===== src/rtl/irq_pending_ctrl.sv =====
// -----------------------------------------------------------------------------
// irq_pending_ctrl
//
// Capture stage ahead of the 4-to-2 priority encoder. Each asynchronous request
// line is synchronised, optionally edge-detected and latched into a sticky
// pending register. The highest-priority unmasked pending bit is offered as a
// 2-bit code on a valid/ready handshake. Accepting a code clears its pending
// bit.
//
// Parameters
//   SYNC_STAGES : flops per req_in synchroniser (legal range 2..3)
//   EDGE_MODE   : 1 = capture rising edges, 0 = capture levels
//
// Ports
//   clk        : single clock for all state
//   rst_n      : asynchronous active-low reset
//   req_in     : asynchronous requests, bit 3 highest priority
//   mask       : 1 = bit excluded from arbitration (still captured)
//   out_valid  : out_code holds a granted request
//   out_ready  : consumer accepts out_code
//   out_code   : index of the granted bit
//   pending    : current pending register
//   overflow   : sticky, an edge arrived on a bit already pending
//   clr_ovf    : synchronous clear of overflow
// -----------------------------------------------------------------------------
module irq_pending_ctrl #(
   parameter int SYNC_STAGES = 2,
   parameter int EDGE_MODE   = 1
) (
   input  logic       clk,
   input  logic       rst_n,
   input  logic [3:0] req_in,
   input  logic [3:0] mask,
   output logic       out_valid,
   input  logic       out_ready,
   output logic [1:0] out_code,
   output logic [3:0] pending,
   output logic       overflow,
   input  logic       clr_ovf
);

   typedef enum logic {
      IDLE    = 1'b0,
      PRESENT = 1'b1
   } state_t;

   state_t state_q, state_d;

   logic [SYNC_STAGES-1:0][3:0] sync_q;
   logic [3:0] s;
   logic [3:0] s_prev;
   logic [3:0] cap;
   logic [3:0] clr;
   logic [3:0] eligible;
   logic [1:0] next_code;
   logic [1:0] code_d;
   logic       handshake;
   logic       ovf_set;

   // ---------------------------------------------------------------------------
   // Synchroniser chain and edge history
   // ---------------------------------------------------------------------------
   // NOTE: every flop here uses <= so that all stages sample the values from
   // before the edge; blocking assignments would collapse the chain to one flop.
   always_ff @(posedge clk or negedge rst_n) begin
      if (!rst_n) begin
         sync_q <= '0;
         s_prev <= '0;
      end else begin
         sync_q <= {sync_q[SYNC_STAGES-2:0], req_in};
         s_prev <= s;
      end
   end

   assign s = sync_q[SYNC_STAGES-1];

   // s_prev resets to 0, so a request held through reset reads as a fresh edge.
   generate
      if (EDGE_MODE != 0) begin : g_edge
         assign cap     = s & ~s_prev;
         assign ovf_set = |(cap & pending & ~clr);
      end else begin : g_level
         assign cap     = s;
         assign ovf_set = 1'b0;
      end
   endgenerate

   // ---------------------------------------------------------------------------
   // Pending register and overflow
   // ---------------------------------------------------------------------------
   assign handshake = (state_q == PRESENT) && out_ready;
   assign clr       = handshake ? (4'b0001 << out_code) : 4'b0000;

   // Capture has priority over the grant clear on the same bit.
   always_ff @(posedge clk or negedge rst_n) begin
      if (!rst_n) begin
         pending  <= 4'b0000;
         overflow <= 1'b0;
      end else begin
         pending  <= cap | (pending & ~clr);
         overflow <= ovf_set | (overflow & ~clr_ovf);
      end
   end

   // ---------------------------------------------------------------------------
   // Arbitration
   // ---------------------------------------------------------------------------
   assign eligible = pending & ~mask;

   always_comb begin
      casez (eligible)
         4'b1???: next_code = 2'b11;
         4'b01??: next_code = 2'b10;
         4'b001?: next_code = 2'b01;
         default: next_code = 2'b00;
      endcase
   end

   // ---------------------------------------------------------------------------
   // Handshake FSM. The code is frozen on entry to PRESENT; the forced return to
   // IDLE after each grant lets the cleared pending bit settle before the next
   // arbitration.
   // ---------------------------------------------------------------------------
   // NOTE: defaults assigned first keep this block free of inferred latches.
   always_comb begin
      state_d = state_q;
      code_d  = out_code;
      case (state_q)
         IDLE: begin
            if (|eligible) begin
               code_d  = next_code;
               state_d = PRESENT;
            end
         end
         PRESENT: begin
            if (out_ready) begin
               state_d = IDLE;
            end
         end
         default: state_d = IDLE;
      endcase
   end

   always_ff @(posedge clk or negedge rst_n) begin
      if (!rst_n) begin
         state_q  <= IDLE;
         out_code <= 2'b00;
      end else begin
         state_q  <= state_d;
         out_code <= code_d;
      end
   end

   assign out_valid = (state_q == PRESENT);

endmodule


===== config.mk =====
export PLATFORM = sky130hd
export DESIGN_NAME = irq_pending_ctrl
export DESIGN_NICKNAME = d
export VERILOG_FILES = /design/src/rtl/irq_pending_ctrl.sv
export SDC_FILE = /design/constraint.sdc
export NUM_CORES = 1
export LEC_CHECK = 0
export ABC_AREA = 1
export BUFFER_PORTS_ARGS = -buffer_cell sky130_fd_sc_hd__buf_2
export CAP_MARGIN = 20
export CORE_UTILIZATION = 49
export DETAILED_ROUTE_END_ITERATION = 8
export PLACE_DENSITY = 0.75
export SYNTH_ARGS = -nofsm -noshare
export SYNTH_HDL_FRONTEND = slang
export SYNTH_SLANG_ARGS = --single-unit

===== constraint.sdc =====
create_clock -name clk -period 1.5 [get_ports clk]
set_clock_uncertainty 0.2 [all_clocks]
set_input_delay 0.075 -clock clk [delete_from_list [all_inputs] [get_ports clk]]
set_output_delay 0.075 -clock clk [all_outputs]
set_load 0.02 [all_outputs]

---- Word-level counts from Yosys, hierarchy flattened ----
Index checks and enable logic that the tools add are counted.
word-level totals
  bits of input ports ..................... 12
  output and inout port bits .............. 8
  logic and storage cells ................. 32
  register bits after elaboration ......... 20
operators by class
  shift operators ......................... 1
  reduce and logical (&&, ||, !) cells .... 4
  eq/ne operators ......................... 2
  bitwise gates (word level) .............. 13
  mux-type cells .......................... 5
operators by type and width
  cell                                              count
  bitwise AND 4 bit                                 5
  inverter 4 bit                                    3
  OR reduction 4 bit                                2
  case mux 2 bit (3 select lines)                   1
  two-way mux 4 bit                                 1
  bitwise OR 4 bit                                  1
  left shift 1 x 2 -> 4 bit (first input constant)  1
  == test 3 x 1 -> 1 bit (second input constant)    1
  == test 2 x 1 -> 1 bit (second input constant)    1
  two-way mux 1 bit                                 2
  inverter 1 bit                                    2
  case mux 1 bit (2 select lines)                   1
  AND reduction 2 bit                               1
  bitwise AND 1 bit                                 1
  logical AND 1 bit                                 1
  bitwise OR 1 bit                                  1

---- Depth between registers and ports, before layout ----
Gate-level depths: netlist of run 1.
  word-level depth ........................ 6
  mapped depth ............................ 7
  gate-level depth less buffers ........... 7

---- Worst setup path after synthesis of run 1 ----
OpenSTA, ideal clock, no wires.
  path type ............................... register to register
  start ................................... register state_q (netlist: out_valid)
  end ..................................... register overflow
  data required time ...................... 1.181 ns
  path buffers ............................ 0
  slack ................................... 0.284 ns
  clock period less this slack ............ 1.216 ns
  stages on the path, launching flop included .. 8
  arrival ................................. 0.897 ns
  setup time .............................. 0.119 ns
  cells stage by stage .................... dfrtp_1 -> nand2_2 -> inv_2 -> nand2_2 -> nand2_1 -> nand2_1 -> nor2_1 -> nand2_1
between the ends
  longest elaborated chain between the ends .. 6
RTL lines
  item                    RTL line  RTL
  start, declared         47        state_t state_q, state_d;
  start signal, assigned  149       state_q <= state_d;
  logical AND 1 bit       91        assign handshake = (state_q == PRESENT) && out_ready;
  two-way mux 4 bit       92        assign clr = handshake ? (4'b0001 << out_code) : 4'b0000;
  inverter 4 bit          81        assign ovf_set = |(cap & pending & ~clr);
  bitwise AND 4 bit       81
  OR reduction 4 bit      81
  bitwise OR 1 bit        101       overflow <= ovf_set | (overflow & ~clr_ovf);
  end signal, assigned    101
  end, declared           38        output logic overflow,
Every way passes these cells.
A chain may end at the register's enable or synchronous reset.

---- Final worst setup path of run 1 ----
  start ................................... register out_code[0]
  end ..................................... output out_code[0]
RTL lines
  item                    RTL line  RTL
  start, declared         36        output logic [1:0] out_code,
  start signal, assigned  150       out_code <= code_d;
No word-level cell between the ends.

==> results of run 1 <==
## stage by stage
step / std cells / util (%)
2_1_floorplan: 85 / -
4_1_cts: 133 / 73.48
5_1_grt: 133 / 73.48
6_report: 133 / 73.48
3_5_place_dp: 119 / 63.62
3_3_place_gp: 119 / 63.62
## cell usage in the layout, fill, tap and decap left out
cell type and n:
dlygate4sd3_1 10, o211ai_1 1, dfrtp_1 20, inv_1 13, nand2_2 2, inv_2 1
nor2_2 1, buf_2 19, clkbuf_8 1, o21ai_0 3, nand3_1 5, clkbuf_4 3
nand2_1 30, nor2_1 9
## flip-flops by register name (all words and copies together), names as in the netlist
| signal | flops |
|---|---|
| overflow | 1 |
| sync_q | 4 |
| out_code | 2 |
| s | 4 |
| s_prev | 4 |
| pending | 4 |
| out_valid | 1 |
## cell usage after synthesis
| cell type | count | share of area, % |
|---|---|---|
| o21ai_0 | 3 | 2.0 |
| nor2_1 | 9 | 4.4 |
| nand3_1 | 5 | 3.3 |
| nand2_2 | 2 | 1.6 |
| nor2_2 | 1 | 0.82 |
| dfrtp_1 | 20 | 65 |
| inv_1 | 13 | 6.4 |
| inv_2 | 1 | 0.49 |
| nand2_1 | 30 | 15 |
| o211ai_1 | 1 | 0.98 |
## per-layer routing
metal	track usage (%)	part of all wire, %
met2	33.75	48
met4	11.61	2.8
met3	5.217	6.1
met1	24.48	43
met5	0	0
## kinds of logic (layout without fill, tap and decap cells)
kind of cell	after synthesis	count (layout)	synth area share [%]
simple gates	47	47	24.84
flops	20	20	65.36
buf+inv	14	47	6.863
compound gates	4	4	2.941
## layout make-up
| cell class | instances | share of cell area, % |
|---|---|---|
| multi-input combinational | 51 | 20.94 |
| tap | 15 | 1.847 |
| clock buffer | 4 | 3.571 |
| sequential | 20 | 49.26 |
| inverter | 14 | 5.172 |
| timing repair buffer | 29 | 19.21 |
## repair_timing
item | 4_1_cts | 5_1_grt
setup endpoints to repair | 0 | 0
hold endpoints to repair | 27 | 0
hold buffers | 10 | 0
## power by group
part           switching [W]  leakage, nW  internal [W]
clock               0.000153       0.0210      0.000148
combinational       0.000384        0.314      0.000213
sequential          0.000133        0.224      0.000657
## final timing paths
path | startpoint | to | cells after the start
worst max register to register | out_code[1]$_DFFE_PN0P_ | overflow$_DFF_PN0_ | 6
worst max-delay path | out_code[0]$_DFFE_PN0P_ | out_code[0] | 1
worst min register to register | sync_q[2]$_DFF_PN0_ | s[2]$_DFF_PN0_ | 0
max in group asynchronous | rst_n | sync_q[0]$_DFF_PN0_ | 2
min in group asynchronous | rst_n | s_prev[1]$_DFF_PN0_ | 2
worst min-delay path | mask[0] | out_valid$_DFF_PN0_ | 6
==> flow_summary.toml, run 1 <==
[timing]
final.setup.tns_ns = 0
fin_hold_ws_ns = 0.02191
tightest_slew_ns = 0.4279
setup_slack_ns = 0.2533
period_minus_slack_ns = 1.247
slew_headroom_pct = 71.47
layout_worst_path_cycle_share_pct = 83.11
setup_violations = 0
clock.fmax_ghz = 0.8021
rsz0062_at_grt = "false"
hold_viol_final = 0
report.final.slew_viol_count = 0

[grt]
grt_max_degree = 21
grt_pass1_wl_mm = 2.628
grt_usage_pct = 20.58
grt_pass1_vias = 649
gr-total-overflow = 0
antenna_found_initial = 0

[worst_setup_path]
slowest_stage = "dfrtp_1"
cp-end-kind = "primary output"
critical_path.max_stage_delay_ns = 0.47
cp_max_fo = 6
timing_worst_setup_path_type = "reg -> out"
cp_num_buf_inv = 1
startpoint_type = "flip-flop"
critPathTopFamily = "flip-flops"
path_cells = "buf_2"
r2r_slack_ns = 0.30
cp.required_ns = 1.22
crit_arrival_ns = 0.97

[drt]
drc = 0
drtAntennaViolNets = 0
vias_per_cell = 4.767
totalWireLength_mm = 1.451
drt_iter0_drc = 9
drt-wirelength-per-cell_um = 10.91
vias = 634
drt_pass1_iterations = 4

[run_status]
status = "complete, no violations"

[final_layout]
area_delta_synth_final_pct = 32.68
drive_gt1_share_pct = 22.88
final_area_mm2 = 0.001016
fin_nets = 131
fill_cells = 105
antenna_cells = 0
layout.area.seq_um2 = 500.5
multi_input_area_um2 = 212.7

[pwr]
leakagePower_nw = 0.5590
p_total_w = 0.001687
powerDensity_mw_per_mm2 = 1661
ir_drop_uv = 929.8

[floorplan]
rows = 13
start_util_pct = 55.38
core_area_mm2 = 0.001383
die_y_um = 41.53
die_w_um = 41.53
io_pins = 20
dieArea_mm2 = 0.001725

[clock_network]
insertion_delay_ns = 0.30
cts_buffer_depth = 2
cts-root-buf = "clkbuf_4"
clkSinkCount = 20
post_cts_buffers = 0
cts_inserted_buffers = 3
clk_pin_slew_ns = 0.10
cts_tree = "done"
ctsResizeCount = 0
cts_htree_levels = 1

[logic_synthesis]
avgSynthCellArea_um2 = 9.009
yosysUniqueCellTypes = 10
synth_cells = 85
ys_warn_count = 0
synth_nets = 97
ys_seq_area_share_pct = 65.36
syn_area_um2 = 765.7
ys_ff_latch = 20

[placed_design]
place_worst_setup_slack_ns = 0.3127
globalplace.congestion = 0.8410
port_buffers = 19
dp_hpwl_um = 990.6
placed_cell_area_um2 = 879.6

[hold_path]
worst_hold_path_type = "in -> reg"

[job]
drv_cap = 0
No activity file was read; power rests on OpenSTA's default activity.
==> run 2, diff against run 1 <==
--- a/config.mk
+++ b/config.mk
@@ -8,9 +8,9 @@
 export ABC_AREA = 1
 export BUFFER_PORTS_ARGS = -buffer_cell sky130_fd_sc_hd__buf_2
 export CAP_MARGIN = 20
-export CORE_UTILIZATION = 49
+export CORE_UTILIZATION = 44
 export DETAILED_ROUTE_END_ITERATION = 8
-export PLACE_DENSITY = 0.75
+export PLACE_DENSITY = 0.71
 export SYNTH_ARGS = -nofsm -noshare
 export SYNTH_HDL_FRONTEND = slang
 export SYNTH_SLANG_ARGS = --single-unit
==> constraint.sdc (replaced) <==
create_clock -name clk -period 1 [get_ports clk]
set_clock_uncertainty 0.2 [all_clocks]
set_input_delay 0.05 -clock clk [delete_from_list [all_inputs] [get_ports clk]]
set_output_delay 0.05 -clock clk [all_outputs]
set_load 0.02 [all_outputs]
==> run 2 against run 1 <==
  * Via count rose by 2.2%
  * Count of clock-buffer cells in the layout unchanged
  * Critical path depth increased by 1
  * Routed wire length fell by 1.6%
  * Global-route usage down 2.6 points
  * Setup slack worse by 0.48 ns
  * Sequential share of layout area fell by 5.5 points
  * Final area rose by 15%
  * Power grew 82%
  * The flow now finishes with violations (design-rule violations, negative hold slack, negative setup slack)
==> flow_summary.toml, run 2 (synthesis gave the netlist of run 1 again) <==
[run_status]
status = "complete, but fails checks"
violations = "design-rule violations, negative hold slack, negative setup slack"

[worst_setup_path]
timing_worst_setup_path_type = "reg -> out"
startpoint_type = "flip-flop"
slowest_stage = "dfrtp_2"
r2r_slack_ns = -0.19
critical_path.max_stage_delay_ns = 0.45
ff2ff_path_depth = 6
cp-end-kind = "primary output"
cp_max_fo = 4
crit_arrival_ns = 0.98
path_cells = "buf_6, buf_6"
cp.required_ns = 0.75
cp-endpoint = "out_code[0]"
r2r_start = "out_code[0]$_DFFE_PN0P_"
startpoint = "out_code[0]$_DFFE_PN0P_"
r2r_end = "overflow$_DFF_PN0_"
critPathMostFrequentCell = "buf_6"

[floorplan]
core_area_mm2 = 0.001559
rows = 14
dieArea_mm2 = 0.001911
start_util_pct = 49.12
die_y_um = 43.72
io_pins = 20
die_w_um = 43.72

[pwr]
comb_power_share_pct = 46.0
powerDensity_mw_per_mm2 = 2631
pwr-share-seq_pct = 39.5
ir_drop_uv = 1348
p_sw_share_pct = 36.49
clockPowerShare_pct = 14.6
p_total_w = 0.003064
leakagePower_nw = 0.6224
internal_power_w = 0.001946
power.switching_w = 0.001118

[clock_network]
cts_tree = "done"
clkSinkCount = 20
cts-root-buf = "clkbuf_4"
cts_buffer_depth = 2
cts_htree_levels = 1
clk_pin_slew_ns = 0.10
insertion_delay_ns = 0.29
cts_hold_buf = 8
cts_inserted_buffers = 3

[hold_path]
worst_hold_path_type = "in -> reg"

[timing]
tightest_slew_ns = 0.4383
layout_worst_path_cycle_share_pct = 123.0
setup_slack_ns = -0.2305
fin_hold_ws_ns = -0.09966
setup_violations = 16
final.setup.tns_ns = -2.068
report.final.slew_viol_count = 0
period_minus_slack_ns = 1.230
rsz0062_at_grt = "true"
hold_viol_final = 3
clock.fmax_ghz = 0.8127
slew_headroom_pct = 70.78

[drt]
drt_pass1_iterations = 6
totalWireLength_mm = 1.428
drt_iter0_drc = 10
drc = 1
drtAntennaViolNets = 0
vias_per_cell = 4.596
drt-wirelength-per-cell_um = 10.13
vias = 648

[grt]
grt_pass1_vias = 614
use_met3_pct = 5.833
grt_most_used_layer = "met2"
met1_usage_pct = 20.28
grt_pass1_wl_mm = 2.408
met2_usage_pct = 30.15
grt_max_degree = 21
grt_usage_pct = 17.96
antenna_found_initial = 0
gr-total-overflow = 0

[final_layout]
post-route-util_pct = 74.72
drive_gt1_share_pct = 40.80
fill_cells = 121
layout_commonest_cell = "nand2_1"
area_delta_synth_final_pct = 52.12
fin_nets = 138
antenna_cells = 0
final_area_mm2 = 0.001165
layout.area.seq_um2 = 509.2
final_cell_mix = "25 x nand2_1, 13 x dfrtp_1, 12 x inv_1"
multi_input_area_um2 = 242.7

[placed_design]
port_buffers = 19
globalplace.congestion = 0.8348
dp_hpwl_um = 917.1
placed_cell_area_um2 = 937.1
place_worst_setup_slack_ns = -0.1744

[job]
drv_cap = 0
[run 2: final cells by class]
class / count / share of cell area, %
well taps: 16 / 1.719
clock buffers: 4 / 3.115
flip-flops and latches: 20 / 43.72
inverters: 14 / 4.511
multi-input cells: 51 / 20.84
repair buffers: 36 / 26.10
[run 2: per-stage QoR]
| stage | hold slack [ns] | std cells |
|---|---|---|
| CTS | -0.1129 | 141 |
| floorplan | -0.4456 | 85 |
| detailed placement | -0.1794 | 125 |
| global placement | -0.1848 | 125 |
| global route | -0.07190 | 141 |
| finish | -0.09966 | 141 |
[run 2: layer usage]
| layer | routed length (µm) | part of all wire (%) |
|---|---|---|
| met1 | 614 | 43 |
| met2 | 718 | 50 |
| met3 | 67 | 4.7 |
| met4 | 27 | 1.9 |
| met5 | 0 | 0 |
[run 2: how the worst min path moves through the flow]
stage | startpoint | end | depth (start not counted)
global route | mask[3] | out_code[0]$_DFFE_PN0P_ | 6
global placement | rst_n | s_prev[0]$_DFF_PN0_ | 1
finish | mask[3] | out_code[0]$_DFFE_PN0P_ | 6
floorplan | rst_n | out_code[0]$_DFFE_PN0P_ | 0
detailed placement | rst_n | s_prev[0]$_DFF_PN0_ | 1
CTS | mask[3] | out_code[0]$_DFFE_PN0P_ | 6
[run 2: power groups by stage]
| stage | logic, W | registers [W] | clock network, W |
|---|---|---|---|
| detailed placement | 0.000957 | 0.00122 | 0 |
| global placement | 0.000957 | 0.00121 | 0 |
| global route | 0.00154 | 0.00124 | 0.000500 |
| finish | 0.00141 | 0.00121 | 0.000447 |
| CTS | 0.00135 | 0.00121 | 0.000474 |
| floorplan | 0.000431 | 0.00139 | 0 |
[run 2: repair_timing]
item,4_1_cts,5_1_grt
cloned,0,0
endpoints found under the setup margin,16,16
pin swaps,4,4
endpoints found under the hold margin,32,2
gates resized for setup,21,4
setup buffers,4,0
[run 2: critical path, delay by kind of cell (launching register included)]
kind     cells  cell delay [ns]
buf+inv      2             0.25
flops        1             0.45
